===== config.mk =====
export PLATFORM = sky130hd
export DESIGN_NAME = muldiv_unit
export DESIGN_NICKNAME = d
export VERILOG_FILES = /design/src/rtl/muldiv_pkg.sv /design/src/rtl/muldiv_unit_div_step.sv /design/src/rtl/muldiv_unit.sv
export SDC_FILE = /design/constraint.sdc
export NUM_CORES = 2
export LEC_CHECK = 0
export BUFFER_PORTS_ARGS = -buffer_cell sky130_fd_sc_hd__buf_2
export CORE_ASPECT_RATIO = 0.9
export CORE_UTILIZATION = 67
export DETAILED_ROUTE_END_ITERATION = 8
export MAX_ROUTING_LAYER = met4
export PLACE_DENSITY = 0.84
export SYNTH_ARGS = -nofsm -noshare
export SYNTH_HDL_FRONTEND = slang
export SYNTH_SLANG_ARGS = --single-unit

===== constraint.sdc =====
create_clock -name clk -period 10 [get_ports clk]
set_input_delay 1.5 -clock clk [delete_from_list [all_inputs] [get_ports clk]]
set_output_delay 1.5 -clock clk [all_outputs]
set_load 0.01 [all_outputs]

===== src/rtl/muldiv_pkg.sv =====
// RV32M op codes, FSM states and constants.
// Shared with the control unit so the encodings cannot drift apart.
package muldiv_pkg;

    localparam logic [5:0] OP_MUL    = 6'b100111;
    localparam logic [5:0] OP_MULH   = 6'b101000;
    localparam logic [5:0] OP_MULHU  = 6'b101001;
    localparam logic [5:0] OP_MULHSU = 6'b101010;
    localparam logic [5:0] OP_DIV    = 6'b101011;
    localparam logic [5:0] OP_DIVU   = 6'b101100;
    localparam logic [5:0] OP_REM    = 6'b101101;
    localparam logic [5:0] OP_REMU   = 6'b101110;

    localparam logic [31:0] INT_MIN  = 32'h8000_0000;
    localparam logic [31:0] ALL_ONES = 32'hFFFF_FFFF;

    typedef enum logic [2:0] {
        S_IDLE,
        S_MUL,
        S_DIV,
        S_FIX,
        S_DONE
    } state_e;

    function automatic logic is_mul_op(input logic [5:0] c);
        return c inside {OP_MUL, OP_MULH, OP_MULHU, OP_MULHSU};
    endfunction

    function automatic logic is_div_op(input logic [5:0] c);
        return c inside {OP_DIV, OP_DIVU, OP_REM, OP_REMU};
    endfunction

    function automatic logic [31:0] neg_if(input logic n,
                                           input logic [31:0] v);
        return n ? (~v + 32'd1) : v;
    endfunction

endpackage


===== src/rtl/muldiv_unit_div_step.sv =====
// One restoring-division iteration, iterated by the muldiv_unit FSM.
// quo_i shifts dividend bits out at the top and quotient bits in at the bottom.
module restoring_div_step
    import muldiv_pkg::*;
#(
    parameter int XLEN = 32
) (
    input  logic [XLEN-1:0] rem_i,
    input  logic [XLEN-1:0] quo_i,
    input  logic [XLEN-1:0] div_i,
    output logic [XLEN-1:0] rem_o,
    output logic [XLEN-1:0] quo_o
);

    logic [XLEN:0]   shifted;
    logic [XLEN-1:0] sub;
    logic            ge;

    assign shifted = {rem_i, quo_i[XLEN-1]};
    assign ge      = (shifted >= {1'b0, div_i});
    // when ge holds the difference is below div_i, so it fits in XLEN bits
    assign sub     = shifted[XLEN-1:0] - div_i;
    assign rem_o   = ge ? sub : shifted[XLEN-1:0];
    assign quo_o   = {quo_i[XLEN-2:0], ge};

endmodule


===== src/rtl/muldiv_unit.sv =====
// Multi-cycle RV32M multiply/divide unit beside the execute-stage ALU.
// Core stalls while busy and writes back on the one-cycle done pulse.
module muldiv_unit
    import muldiv_pkg::*;
#(
    parameter int XLEN      = 32,
    parameter int DIV_STEPS = 32
) (
    input  logic            clk,
    input  logic            rst_n,
    input  logic            start,
    input  logic [5:0]      aluControl,
    input  logic [XLEN-1:0] srcA,
    input  logic [XLEN-1:0] srcB,
    input  logic            flush,
    output logic            busy,
    output logic            done,
    output logic [XLEN-1:0] result
);

    localparam int            CW   = $clog2(DIV_STEPS);
    localparam logic [CW-1:0] LAST = CW'(DIV_STEPS - 1);

    state_e            state_q, state_d;
    logic [5:0]        op_q;
    logic [XLEN-1:0]   a_q, b_q, rem_q, spec_res_q;
    logic [XLEN-1:0]   result_q, result_d;
    logic [CW-1:0]     cnt_q;
    logic              neg_quo_q, neg_rem_q, spec_q;

    logic              accept, kill;
    logic              in_mul, in_sgn, in_rem, in_zero, in_ovf;
    logic [XLEN-1:0]   in_spec_res;
    logic [XLEN-1:0]   rem_nx, quo_nx;
    logic              a_sgn, b_sgn, op_rem;
    logic [2*XLEN-1:0] mul_a, mul_b, prod;

    assign in_mul  = is_mul_op(aluControl);
    assign accept  = (state_q == S_IDLE) && start && !flush
                   && (in_mul || is_div_op(aluControl));
    assign in_sgn  = (aluControl == OP_DIV) || (aluControl == OP_REM);
    assign in_rem  = (aluControl == OP_REM) || (aluControl == OP_REMU);
    assign in_zero = (srcB == '0);
    assign in_ovf  = in_sgn && (srcA == INT_MIN) && (srcB == ALL_ONES);
    assign in_spec_res = in_zero ? (in_rem ? srcA : ALL_ONES)
                                 : (in_rem ? '0 : INT_MIN);
    assign kill    = flush && busy;

    assign a_sgn = (op_q != OP_MULHU);
    assign b_sgn = (op_q == OP_MUL) || (op_q == OP_MULH);
    assign mul_a = {{XLEN{a_sgn & a_q[XLEN-1]}}, a_q};
    assign mul_b = {{XLEN{b_sgn & b_q[XLEN-1]}}, b_q};
    assign prod  = mul_a * mul_b;
    assign op_rem = (op_q == OP_REM) || (op_q == OP_REMU);

    restoring_div_step #(.XLEN(XLEN)) u_step (
        .rem_i (rem_q),
        .quo_i (a_q),
        .div_i (b_q),
        .rem_o (rem_nx),
        .quo_o (quo_nx)
    );

    always_ff @(posedge clk or negedge rst_n) begin
        if (!rst_n) begin
            state_q <= S_IDLE;
        end else begin
            state_q <= state_d;
        end
    end

    // special-case divides pass through FIX to keep a two-cycle latency
    always_comb begin
        state_d = state_q;
        if (kill) begin
            state_d = S_IDLE;
        end else begin
            unique case (state_q)
                S_IDLE: begin
                    if (accept) begin
                        if (in_mul)                 state_d = S_MUL;
                        else if (in_zero || in_ovf) state_d = S_FIX;
                        else                        state_d = S_DIV;
                    end
                end
                S_MUL:  state_d = S_DONE;
                S_DIV:  if (cnt_q == LAST) state_d = S_FIX;
                S_FIX:  state_d = S_DONE;
                S_DONE: state_d = S_IDLE;
                default: state_d = S_IDLE;
            endcase
        end
    end

    always_comb begin
        busy = (state_q == S_MUL) || (state_q == S_DIV)
            || (state_q == S_FIX);
        done = (state_q == S_DONE);
    end

    always_comb begin
        result_d = result_q;
        if (!kill && state_q == S_MUL) begin
            result_d = (op_q == OP_MUL) ? prod[XLEN-1:0]
                                        : prod[2*XLEN-1:XLEN];
        end else if (!kill && state_q == S_FIX) begin
            if (spec_q)      result_d = spec_res_q;
            else if (op_rem) result_d = neg_if(neg_rem_q, rem_q);
            else             result_d = neg_if(neg_quo_q, a_q);
        end
    end

    always_ff @(posedge clk or negedge rst_n) begin
        if (!rst_n) begin
            op_q       <= '0;
            a_q        <= '0;
            b_q        <= '0;
            rem_q      <= '0;
            spec_res_q <= '0;
            result_q   <= '0;
            cnt_q      <= '0;
            neg_quo_q  <= 1'b0;
            neg_rem_q  <= 1'b0;
            spec_q     <= 1'b0;
        end else begin
            result_q <= result_d;
            if (accept) begin
                op_q       <= aluControl;
                cnt_q      <= '0;
                rem_q      <= '0;
                spec_q     <= in_zero || in_ovf;
                spec_res_q <= in_spec_res;
                neg_quo_q  <= in_sgn && (srcA[XLEN-1] ^ srcB[XLEN-1]);
                neg_rem_q  <= in_sgn && srcA[XLEN-1];
                a_q        <= neg_if(in_sgn && srcA[XLEN-1], srcA);
                b_q        <= neg_if(in_sgn && srcB[XLEN-1], srcB);
            end else if (state_q == S_DIV) begin
                rem_q <= rem_nx;
                a_q   <= quo_nx;
                cnt_q <= cnt_q + CW'(1);
            end
        end
    end

    assign result = result_q;

endmodule


==> PnR_summary.wiki <==
{| class="wikitable"
! Metric !! Value
|-
| Outcome || complete, no violations
|-
| Unrepaired setup endpoints after global routing || no
|-
| Worst hold path class || register to register
|-
| Sequential cell area || 0.00443 sq mm
|-
| Post-CTS Repair Setup Buffers || 0
|-
| Instance count along the most critical hold path || 1
|-
| TritonRoute pass-1 iters || 9
|-
| CTS sink cnt || 177
|-
| Amount of wire on met3 after detailed routing || 21.6 mm
|-
| Worst Skew || 0.0140 ns
|-
| Mean area per synthesized cell || 8.73 sq um
|-
| Library cell contributing the largest single delay on the critical path || sky130_fd_sc_hd__dfrtp_1
|-
| First-iteration detailed-routing DRC count || 4,817
|-
| Number of maximum-capacitance constraint violations || 0
|-
| Net count of the finished layout || 7,093
|-
| DRC violations left || 0
|-
| Buffers added on ports || 107
|-
| Worst Reg-to-Reg Cells || 25
|-
| Die ar. || 0.0761 sq mm
|-
| Dominant cells by area after synthesis || sky130_fd_sc_hd__fa_1 45%, sky130_fd_sc_hd__dfrtp_1 8.8%, sky130_fd_sc_hd__inv_1 8.6%
|-
| Initial antenna violation count || 11
|-
| Transition time at the pin with the least slew margin || 1.31 ns
|-
| Clock tree from TritonCTS || built
|-
| Top-level port count || 108
|-
| Highest fanout seen on the critical path || 25
|-
| Share of post-route cells with drive strength above 1 || 5.08%
|-
| Fill count || 5,587
|-
| Number of routed nets with antenna violations || 0
|-
| Vias per cell || 6.29
|-
| Clk root buf || sky130_fd_sc_hd__clkbuf_16
|-
| Most common cell type on the critical path || sky130_fd_sc_hd__fa_1
|-
| GRT overflow || 0
|-
| Wire length on met1 || 57.9 mm
|-
| Die outline width || 291 um
|-
| Mapped Nets || 7,207
|-
| DP Area || 0.0516 sq mm
|-
| Aggregate routed wire length || 164 mm
|-
| Final hold violation count || 0
|-
| Area of combinational cells with multiple inputs || 0.0401 sq mm
|-
| Pin count of the biggest net entering global routing || 117
|-
| Worst-skew pair later-pin latency || 0.48 ns
|-
| Final non-filler cell area || 0.0522 sq mm
|-
| Core Rows || 94
|-
| Count of flip-flops with a built-in enable after synthesis || 0
|-
| YS warnings || 0
|-
| Uppermost layer routed || met4
|-
| Worst endpoint required time || 10.31 ns
|-
| Initial Util || 68.2%
|-
| Number of cells on the critical path || 25
|-
| Cell type group with the largest total delay on the critical path || adder cells
|-
| Async set-reset flop share out of synthesis || 100%
|-
| Clock Path Buffers || 2
|-
| Crit-path max cell delay || 1.21 ns
|-
| Average detailed-routed wire length per instance || 24.8 um
|-
| Post-CTS clock slew at the launch and capture registers of the worst setup and hold paths || 0.07 ns
|-
| Area Overhead vs Synth || 3.88%
|-
| Worst relative slew slack || 12.9%
|-
| First-pass GRT wire length || 256 mm
|-
| Core area || 0.0736 sq mm
|-
| Gates resized, CTS repair || 0
|-
| Netlist Area Pre-Place || 0.0502 sq mm
|-
| Minimum clock period || 9.33 ns
|-
| Share of Yosys cell area claimed by the top area cell type || 44.9%
|-
| Most instantiated flip-flop cell in the synthesis netlist || sky130_fd_sc_hd__dfrtp_1
|-
| Total half-perimeter wirelength after legalization and detailed placement || 132 mm
|-
| Die height || 262 um
|-
| Tcrit/Tclk final || 93.3%
|-
| Startpoint class of the critical path || register
|-
| Routed length on met2 || 73.3 mm
|-
| Cts bufs inserted || 17
|-
| Flip-flop and latch count after synthesis || 177
|-
| Proportion of synthesized chip area in sequential cells || 8.82%
|-
| Upper clock frequency limit || 0.107 GHz
|-
| Number of distinct library cells after synthesis || 79
|-
| Worst Path Class, Setup || register to register
|-
| Endpoint class of the critical path || register
|-
| Max-slew violation total from the final report || 0
|-
| Worst path buffer plus inverter count || 5
|-
| Post-Route Hold Slack || 0.468 ns
|-
| Synth area leader || sky130_fd_sc_hd__fa_1
|-
| CTS H-Tree Depth || 4
|-
| Setup violations, final || 0
|-
| Data arrival time of the critical path || 9.64 ns
|-
| Number of global-route vias before repair || 43,900
|-
| Final RePlAce weighted congestion || 1.15
|-
| Gate count after technology mapping || 5,755
|-
| Total negative setup slack || 0 ns
|-
| Via count || 41,700
|-
| Combined global-route utilization of all metal layers || 46.5%
|-
| Hold-fix buffers at CTS || 0
|}
## state kept, by name, summed over array words and instances (netlist names)
| signal | cells |
|---|---|
| a_q | 32 |
| b_q | 32 |
| cnt_q | 5 |
| neg_quo_q | 1 |
| neg_rem_q | 1 |
| op_q | 6 |
| rem_q | 32 |
| result | 32 |
| spec_q | 1 |
| spec_res_q | 32 |
| state_q | 3 |
## through the flow
| step | utilization (%) | std cells | worst slack, ns |
|---|---|---|---|
| after floorplan | - | 5755 | 1.70 |
| after global placement | 70.0 | 6582 | 0.990 |
| after detailed placement | 70.0 | 6582 | 0.853 |
| after CTS | 70.9 | 6614 | 0.832 |
| after global routing | 70.9 | 6625 | 0.330 |
| final | 70.9 | 6626 | 0.665 |
## Yosys cell counts (all sizes together), types with 39 or more instances
cell / instances
clkbuf: 293
nand3: 54
o31ai: 39
nand2: 982
ha: 252
fa: 1126
a21oi: 144
buf: 65
and2: 268
nor2: 209
xor2: 109
a21o: 46
o21ai: 290
nor3: 50
xnor2: 108
inv: 1146
dfrtp: 177
## logic make-up after synthesis
logic type / count (synthesis) / synth area share (%)
AND/OR/NAND/NOR: 1724 / 15.4
multiplexers: 25 / 0.506
buffers and inverters: 1506 / 11.3
XOR/XNOR: 217 / 3.78
AO/OA/AOI/OAI: 728 / 8.99
adder cells (fa/ha/maj): 1378 / 51.1
flip-flops: 177 / 8.82
## placed cells by master (no fill, tap or decap), drive strengths merged, types with 8 or more instances in the layout
cell type	instances
inv	1148
fa	1126
nand2	982
o21ai	290
and2	268
ha	252
buf	225
nor2	209
dfrtp	177
a21oi	144
xor2	109
xnor2	108
nand3	54
nor3	50
a21o	46
o31ai	39
nand4	32
a22oi	32
mux2i	22
a211oi	22
or3	21
clkbuf	21
a31oi	20
nor4	20
or4	18
o41ai	18
nor2b	15
nand2b	15
and3	15
o211ai	13
o21bai	13
diode	12
o21a	12
o22ai	10
or2	10
a221oi	9
o221ai	8
clkinv	8
## final cells by class
type | instances | area share, %
inverter | 1148 | 8.26
antenna | 12 | 0.0575
sequential | 177 | 8.49
clock buffer | 21 | 0.901
clock inverter | 11 | 0.247
tap | 960 | 2.30
multi-input combinational | 4072 | 76.9
timing repair buffer | 225 | 2.83
## final timing paths
check / startpoint / to / slack, ns
worst min-delay path: op_q[5] / op_q[5] / 0.47
min in group asynchronous: rst_n / cnt_q[3] / 0.95
max in group asynchronous: rst_n / a_q[20] / 6.77
worst max-delay path: a_q[21] / result[24] / 0.67
worst max register to register: a_q[21] / result[24] / 0.67
worst min register to register: op_q[5] / op_q[5] / 0.47
## layer usage
layer / up-vias / global-route usage [%]
met5: - / -
met4: 0 / 27.1
met3: 730 / 13.1
met2: 2847 / 69.2
met1: 20800 / 57.3
li1: 17300 / -
Power is left out: the tool's default activity adds up to more than one toggle a clock period on the data nets, which glitch-free logic cannot reach.
